### config.mk
export PLATFORM = sky130hd
export DESIGN_NAME = bus6502_mmc1_wr
export DESIGN_NICKNAME = d
export VERILOG_FILES = /design/src/rtl/bus6502_mmc1_wr_pkg.sv /design/src/rtl/bus6502_mmc1_wr_m2_sampler.sv /design/src/rtl/bus6502_mmc1_wr.sv
export SDC_FILE = /design/constraint.sdc
export NUM_CORES = 1
export LEC_CHECK = 0
export CAP_MARGIN = 20
export CORE_ASPECT_RATIO = 0.9
export CORE_UTILIZATION = 48
export CTS_CLUSTER_SIZE = 20
export DETAILED_ROUTE_END_ITERATION = 8
export PLACE_DENSITY = 0.75
export SLEW_MARGIN = 20
export SYNTH_ARGS = -nofsm -noshare
export SYNTH_HDL_FRONTEND = slang
export SYNTH_SLANG_ARGS = --single-unit
### constraint.sdc
create_clock -name clk -period 2.26 [get_ports clk]
set_input_delay 0.452 -clock clk [delete_from_list [all_inputs] [get_ports clk]]
set_output_delay 0.452 -clock clk [all_outputs]
set_load 0.03 [all_outputs]
### src/rtl/bus6502_mmc1_wr_pkg.sv
// ----------------------------------------------------------------------------
// bus6502_mmc1_wr_pkg
//   Shared definitions for the MMC1 write-side block:
//   - MMC1 register index constants, selected by CPU A14..A13
//   - reset value of the control register and the empty shift-register pattern
//   - encodings for the M2 sequencer FSM
//   - a helper that models one serial bit entering the MMC1 shift register
// ----------------------------------------------------------------------------
package bus6502_mmc1_wr_pkg;

  // Register index, decoded from A14..A13 of the fifth serial write
  localparam logic [1:0] REG_CTRL = 2'd0;
  localparam logic [1:0] REG_CHR0 = 2'd1;
  localparam logic [1:0] REG_CHR1 = 2'd2;
  localparam logic [1:0] REG_PRG  = 2'd3;

  // Power-on control: PRG mode 3 (fix last bank at $C000), one-screen mirroring
  localparam logic [4:0] CTRL_RESET_VAL = 5'h0C;

  // The marker bit starts at the top and walks down one place per write. When it
  // reaches bit 0, the next write is the fifth one and completes the load.
  localparam logic [4:0] SHIFT_EMPTY = 5'b10000;

  typedef enum logic [1:0] {
    SEQ_IDLE   = 2'd0,
    SEQ_WAIT   = 2'd1,
    SEQ_SAMPLE = 2'd2,
    SEQ_HOLD   = 2'd3
  } seq_state_t;

  // The new bit enters at the MSB and the register shifts toward the LSB
  function automatic logic [4:0] shift_in(input logic [4:0] sr, input logic bit_in);
    return {bit_in, sr[4:1]};
  endfunction

endpackage

### src/rtl/bus6502_mmc1_wr_m2_sampler.sv
// ----------------------------------------------------------------------------
// bus6502_mmc1_wr_m2_sampler
//   Brings the asynchronous NES CPU bus into the fclk domain. It synchronises
//   M2, R/W and /ROMSEL, finds the rising edge of M2, waits SAMPLE_DLY clocks
//   for the address and data to settle, and then latches the bus once.
//   Ports:
//     clk, rst              fabric clock, async active-high reset
//     c6502_m2/rw/rom_sel_n raw CPU control lines (asynchronous)
//     c6502_addr/data       raw CPU address (A14..A0) and data
//     sample_valid          1-clk pulse; the smp_* outputs hold this M2 cycle
//     cycle_abort           1-clk pulse when M2 fell before the sample point
//     smp_addr/data/rw/rom_sel_n  bus values latched at the sample point
// ----------------------------------------------------------------------------
module bus6502_mmc1_wr_m2_sampler
  import bus6502_mmc1_wr_pkg::*;
#(
  parameter int SAMPLE_DLY  = 20,
  parameter int SYNC_STAGES = 2
) (
  input  logic        clk,
  input  logic        rst,
  input  logic        c6502_m2,
  input  logic        c6502_rw,
  input  logic        c6502_rom_sel_n,
  input  logic [14:0] c6502_addr,
  input  logic [7:0]  c6502_data,
  output logic        sample_valid,
  output logic        cycle_abort,
  output logic [14:0] smp_addr,
  output logic [7:0]  smp_data,
  output logic        smp_rw,
  output logic        smp_rom_sel_n
);

  localparam int CNT_W = (SAMPLE_DLY > 1) ? $clog2(SAMPLE_DLY) : 1;
  localparam logic [CNT_W-1:0] CNT_LOAD = CNT_W'(SAMPLE_DLY - 1);

  logic [SYNC_STAGES-1:0] m2_sync;
  logic [SYNC_STAGES-1:0] rw_sync;
  logic [SYNC_STAGES-1:0] rsn_sync;
  logic                   m2_s;
  logic                   m2_prev;
  logic                   m2_rise;
  logic [CNT_W-1:0]       cnt;
  logic                   latch_en;
  seq_state_t             state;
  seq_state_t             state_next;

  // The control lines reset to their idle levels: M2 low, read, ROM not selected
  always_ff @(posedge clk or posedge rst) begin
    if (rst) begin
      m2_sync  <= '0;
      rw_sync  <= '1;
      rsn_sync <= '1;
      m2_prev  <= 1'b0;
    end else begin
      m2_sync  <= {m2_sync[SYNC_STAGES-2:0],  c6502_m2};
      rw_sync  <= {rw_sync[SYNC_STAGES-2:0],  c6502_rw};
      rsn_sync <= {rsn_sync[SYNC_STAGES-2:0], c6502_rom_sel_n};
      m2_prev  <= m2_s;
    end
  end

  assign m2_s    = m2_sync[SYNC_STAGES-1];
  assign m2_rise = m2_s & ~m2_prev;

  always_ff @(posedge clk or posedge rst) begin
    if (rst) begin
      state <= SEQ_IDLE;
    end else begin
      state <= state_next;
    end
  end

  // If M2 falls while WAIT is counting, the bus is never sampled. An M2 pulse
  // that short cannot be a real CPU cycle.
  always_comb begin
    state_next = state;
    case (state)
      SEQ_IDLE:   if (m2_rise) state_next = SEQ_WAIT;
      SEQ_WAIT: begin
        if (!m2_s)          state_next = SEQ_IDLE;
        else if (cnt == '0) state_next = SEQ_SAMPLE;
      end
      SEQ_SAMPLE: state_next = SEQ_HOLD;
      SEQ_HOLD:   if (!m2_s) state_next = SEQ_IDLE;
      default:    state_next = SEQ_IDLE;
    endcase
  end

  always_comb begin
    sample_valid = (state == SEQ_SAMPLE);
    cycle_abort  = (state == SEQ_WAIT) && !m2_s;
    latch_en     = (state == SEQ_WAIT) && m2_s && (cnt == '0);
  end

  always_ff @(posedge clk or posedge rst) begin
    if (rst) begin
      cnt <= '0;
    end else if ((state == SEQ_IDLE) && m2_rise) begin
      cnt <= CNT_LOAD;
    end else if ((state == SEQ_WAIT) && (cnt != '0)) begin
      cnt <= cnt - 1'b1;
    end
  end

  // Address and data are sampled raw. By the sample point they have been
  // stable for many clocks, so they do not need a synchroniser.
  always_ff @(posedge clk or posedge rst) begin
    if (rst) begin
      smp_addr      <= '0;
      smp_data      <= '0;
      smp_rw        <= 1'b1;
      smp_rom_sel_n <= 1'b1;
    end else if (latch_en) begin
      smp_addr      <= c6502_addr;
      smp_data      <= c6502_data;
      smp_rw        <= rw_sync[SYNC_STAGES-1];
      smp_rom_sel_n <= rsn_sync[SYNC_STAGES-1];
    end
  end

endmodule

### src/rtl/bus6502_mmc1_wr.sv
// ----------------------------------------------------------------------------
// bus6502_mmc1_wr
//   Captures CPU writes to $8000-$FFFF and runs the MMC1 5-bit serial loader
//   that feeds the control, CHR0, CHR1 and PRG bank registers.
//   Ports:
//     clk, rst          fabric clock (fclk), async active-high reset
//     c6502_*           raw CPU bus: M2, R/W, /ROMSEL, A14..A0, D7..D0
//     init_sdram_data   writes are ignored until the SDRAM image is loaded
//     reg_control       {chr_mode, prg_mode[1:0], mirror[1:0]}
//     reg_chr0/reg_chr1 CHR bank registers
//     reg_prg           {wram_dis, bank[3:0]}
//     mirroring         reg_control[1:0]
//     wr_strobe         1-clk pulse each time a register is loaded
// ----------------------------------------------------------------------------
module bus6502_mmc1_wr
  import bus6502_mmc1_wr_pkg::*;
#(
  parameter int SAMPLE_DLY  = 20,
  parameter int SYNC_STAGES = 2
) (
  input  logic        clk,
  input  logic        rst,
  input  logic        c6502_m2,
  input  logic        c6502_rw,
  input  logic        c6502_rom_sel_n,
  input  logic [14:0] c6502_addr,
  input  logic [7:0]  c6502_data,
  input  logic        init_sdram_data,
  output logic [4:0]  reg_control,
  output logic [4:0]  reg_chr0,
  output logic [4:0]  reg_chr1,
  output logic [4:0]  reg_prg,
  output logic [1:0]  mirroring,
  output logic        wr_strobe
);

  logic        sample_valid;
  logic        cycle_abort;
  logic [14:0] smp_addr;
  logic [7:0]  smp_data;
  logic        smp_rw;
  logic        smp_rom_sel_n;
  logic [4:0]  shift;
  logic [4:0]  load_val;
  logic        last_wr;
  logic        qual_wr;
  logic        unused_bits;

  bus6502_mmc1_wr_m2_sampler #(
    .SAMPLE_DLY  (SAMPLE_DLY),
    .SYNC_STAGES (SYNC_STAGES)
  ) u_sampler (
    .clk             (clk),
    .rst             (rst),
    .c6502_m2        (c6502_m2),
    .c6502_rw        (c6502_rw),
    .c6502_rom_sel_n (c6502_rom_sel_n),
    .c6502_addr      (c6502_addr),
    .c6502_data      (c6502_data),
    .sample_valid    (sample_valid),
    .cycle_abort     (cycle_abort),
    .smp_addr        (smp_addr),
    .smp_data        (smp_data),
    .smp_rw          (smp_rw),
    .smp_rom_sel_n   (smp_rom_sel_n)
  );

  // MMC1 decodes only A14..A13 and data bits D7 and D0. The other bus bits
  // are don't-care here.
  assign unused_bits = ^{smp_addr[12:0], smp_data[6:1]};

  assign qual_wr  = !smp_rw && !smp_rom_sel_n && init_sdram_data;
  assign load_val = shift_in(shift, smp_data[0]);
  assign mirroring = reg_control[1:0];

  // A read-modify-write instruction writes twice in consecutive cycles, and
  // MMC1 uses only the first of the two. last_wr remembers whether the
  // previous completed cycle was a qualified write. An aborted cycle clears it.
  always_ff @(posedge clk or posedge rst) begin
    if (rst) begin
      reg_control <= CTRL_RESET_VAL;
      reg_chr0    <= '0;
      reg_chr1    <= '0;
      reg_prg     <= '0;
      shift       <= SHIFT_EMPTY;
      last_wr     <= 1'b0;
      wr_strobe   <= 1'b0;
    end else begin
      wr_strobe <= 1'b0;
      if (cycle_abort) begin
        last_wr <= 1'b0;
      end else if (sample_valid) begin
        last_wr <= qual_wr;
        if (qual_wr && !last_wr) begin
          if (smp_data[7]) begin
            shift       <= SHIFT_EMPTY;
            reg_control <= reg_control | CTRL_RESET_VAL;
          end else if (shift[0]) begin
            shift     <= SHIFT_EMPTY;
            wr_strobe <= 1'b1;
            case (smp_addr[14:13])
              REG_CTRL: reg_control <= load_val;
              REG_CHR0: reg_chr0    <= load_val;
              REG_CHR1: reg_chr1    <= load_val;
              REG_PRG:  reg_prg     <= load_val;
              default:  reg_prg     <= load_val;
            endcase
          end else begin
            shift <= load_val;
          end
        end
      end
    end
  end

endmodule

==> impl_metrics.ini <==
[timing]
hold_viol_final = 0
slew_headroom_pct = 61.4
fmax_mhz = 476
skew_ns = 0.00896
setup_viol = 0
rsz0062_at_grt = no
finalWorstSetupSlack_ns = 0.158
fin_crit_sh_pct = 93.0
worstMarginPinSlew_ns = 0.580
min_period_ns = 2.10
maxSlewViolCount = 0

[die]
die_h_um = 62.9
core_area_um2 = 3840
start_util_pct = 51.5
die-area_um2 = 4380
io_pins = 52
row_count = 21
die_x_um = 69.6

[synth]
ys_types = 34
synth_top_area_share_pct = 48.1
synth.largest_area_cell = dfrtp_1
synth_edf_count = 0
avgSynthCellArea_um2 = 13.1
async_flop_share_pct = 100
synth_common_cells = 38 x dfrtp_1, 19 x mux2_2, 10 x inv_1, 9 x dfstp_2, 9 x o21ai_0
synth_area_leaders = dfrtp_1 48%, dfstp_2 12%, mux2_2 11%
synth_nets = 181
synth_seq_area_share_pct = 60.1
syn-cell-area_um2 = 1980
yosysMostFrequentCell = dfrtp_1
ys_ff_latch = 47
yosys_warnings = 0
syn_inst = 151
ys_dominant_reg_cell = dfrtp_1

[cts]
clk_pin_slew_ns = 0.08
post_cts_buffers = 0
root_buffer = clkbuf_8
cts_tree = done
numCtsBuffers = 5
cts_resized = 0
h-tree-depth = 2
holdBufCountCts = 0
clock_path_buffers = 2
clk-insertion-delay-late_ns = 0.30
clock_sinks = 47

[critical_path]
worst-r2r-cell-count = 5
crit_path_max_fanout = 5
r2r-end = u_sampler.smp_data[7]
worstPathRequired_ns = 2.44
r2r_setup_slack_ns = 0.32
critPathKind = in -> reg
crit_arrival_ns = 2.28
start_kind = primary input
end_kind = flop
timing.rr.start = u_sampler.cnt[0]

[power]
ir_worst_vdd_uv = 643
finalPower_w = 0.00275
power_density_nw_per_um2 = 1110
p_leak_nw = 1.11

[global_route]
grt_max_degree = 48
grt_pass1_wl_um = 6360
grt-busiest-layer = met2
globalRouteOverflowTotal = 0
grt_pass1_vias = 1339
grt_util_met3_pct = 5.65
use_met2_pct = 29.4
grtUsageTotal_pct = 18.7
antenna_found_initial = 0
use_met1_pct = 25.7

[final_layout]
nets = 220
post-route-util_pct = 64.6
drive_above_1_share_pct = 27.7
syn_to_final_growth_pct = 25.5
n_antenna_cell = 0
regArea_um2 = 1190
fillers = 281
multi_input_area_um2 = 713
design_area_um2 = 2480

[worst_hold_path]
holdPathStages = 0
hold_path.startpoint = u_sampler.m2_sync[0]
hold_class = reg -> reg
hold_path_end = u_sampler.m2_sync[1]

[placement]
hpwl_um = 2600
numPortBuffers = 32
place_ws_ns = -0.169
gp_congestion = 0.832
dpl_cell_area_um2 = 2360

[routing]
routedWlPerCell_um = 15.6
dr.first_iter.drc_count = 50
drtAntennaViolNets = 0
vias = 1307
viasPerCell = 5.51
routed_wl_um = 3690
drt_pass1_iterations = 4
drc = 0

[run_status]
status = finished clean

[run]
maxCapViolations = 0
power by group:
group	internal, W	switching, W	leakage [nW]	total (W)
registers	0.00107	0.000247	0.581	0.00131
clock network	0.000358	0.000269	0.0612	0.000627
logic	0.000388	0.000420	0.473	0.000809
total	0.00181	0.000936	1.11	0.00275
worst max-delay path by stage:
stage               cells past startpoint            start  slack [ns]          end
global route                            6  init_sdram_data        0.10   reg_prg[3]
CTS                                     6  init_sdram_data        0.14   reg_prg[3]
detailed placement                      6  init_sdram_data       -0.17   reg_prg[4]
global placement                        4  init_sdram_data       -0.13  reg_chr0[1]
finish                                  6  init_sdram_data        0.16   reg_prg[3]
floorplan                               4  init_sdram_data        0.30  reg_chr0[0]
cell type report:
cell class,instances,share of cell area [%]
inverters,10,1.51
well taps,46,2.32
clock inverters,2,1.41
repair buffers,38,14.7
clock buffers,6,3.33
multi-input cells,88,28.8
flip-flops and latches,47,47.9
metrics by stage:
step | setup TNS [ns] | hold slack (ns) | instances
2_1_floorplan | 0 | 0.331 | 151
3_3_place_gp | -1.26 | 0.333 | 229
3_5_place_dp | -1.56 | 0.342 | 229
4_1_cts | 0 | 0.360 | 237
5_1_grt | 0 | 0.364 | 237
6_report | 0 | 0.358 | 237
registers in the layout (all words and copies together) (netlist names), named ones only:
register	cells
reg_chr0	5
reg_chr1	5
reg_control	5
reg_prg	5
shift	5
u_sampler.cnt	5
u_sampler.m2_sync	2
u_sampler.rsn_sync	2
u_sampler.rw_sync	2
u_sampler.smp_addr	2
u_sampler.smp_data	2
last_wr	1
u_sampler.m2_prev	1
u_sampler.smp_rom_sel_n	1
u_sampler.smp_rw	1
u_sampler.state	1
wr_strobe	1
cells by family (layout without fill, tap and decap cells):
kind of cell             Yosys count  in the layout  share of synthesized area, %
flip-flops                        47             47                          60.1
AND/OR/NAND/NOR                   40             40                          13.5
multiplexers                      25             25                          15.1
AO/OA/AOI/OAI                     22             22                          6.84
buffers and inverters             16             56                          3.80
adder cells (fa/ha/maj)            1              1                         0.633
routing by layer:
metal | wire length (um) | vias up | share of wire (%)
met5 | 0 | - | 0
met2 | 1800 | 31 | 49
li1 | - | 621 | -
met3 | 175 | 2 | 4.7
met1 | 1700 | 653 | 46
met4 | 19 | 0 | 0.51
critical path, stage by stage:
cell,delay [ns]
clkdlybuf4s50_1,0.47
or4b_4,0.47
buf_4,0.16
nor4_4,0.20
buf_4,0.20
mux2_2,0.33
layout by cell type (no fill, tap or decap), types with 3 or more instances in the layout:
cell | Yosys | final
nand2_1 | 4 | 4
nor2_1 | 4 | 4
o21ai_0 | 9 | 9
mux2_4 | 5 | 5
a21oi_1 | 5 | 5
mux2_2 | 19 | 19
dfrtp_1 | 38 | 38
nor3_1 | 5 | 5
inv_1 | 10 | 9
clkbuf_8 | 0 | 6
clkdlybuf4s50_1 | 0 | 32
buf_4 | 2 | 6
nor2b_1 | 3 | 3
nand4_1 | 6 | 6
dfstp_2 | 9 | 9
nand3_1 | 4 | 4
nand2b_1 | 3 | 3
(Power assumes the default switching activity.)
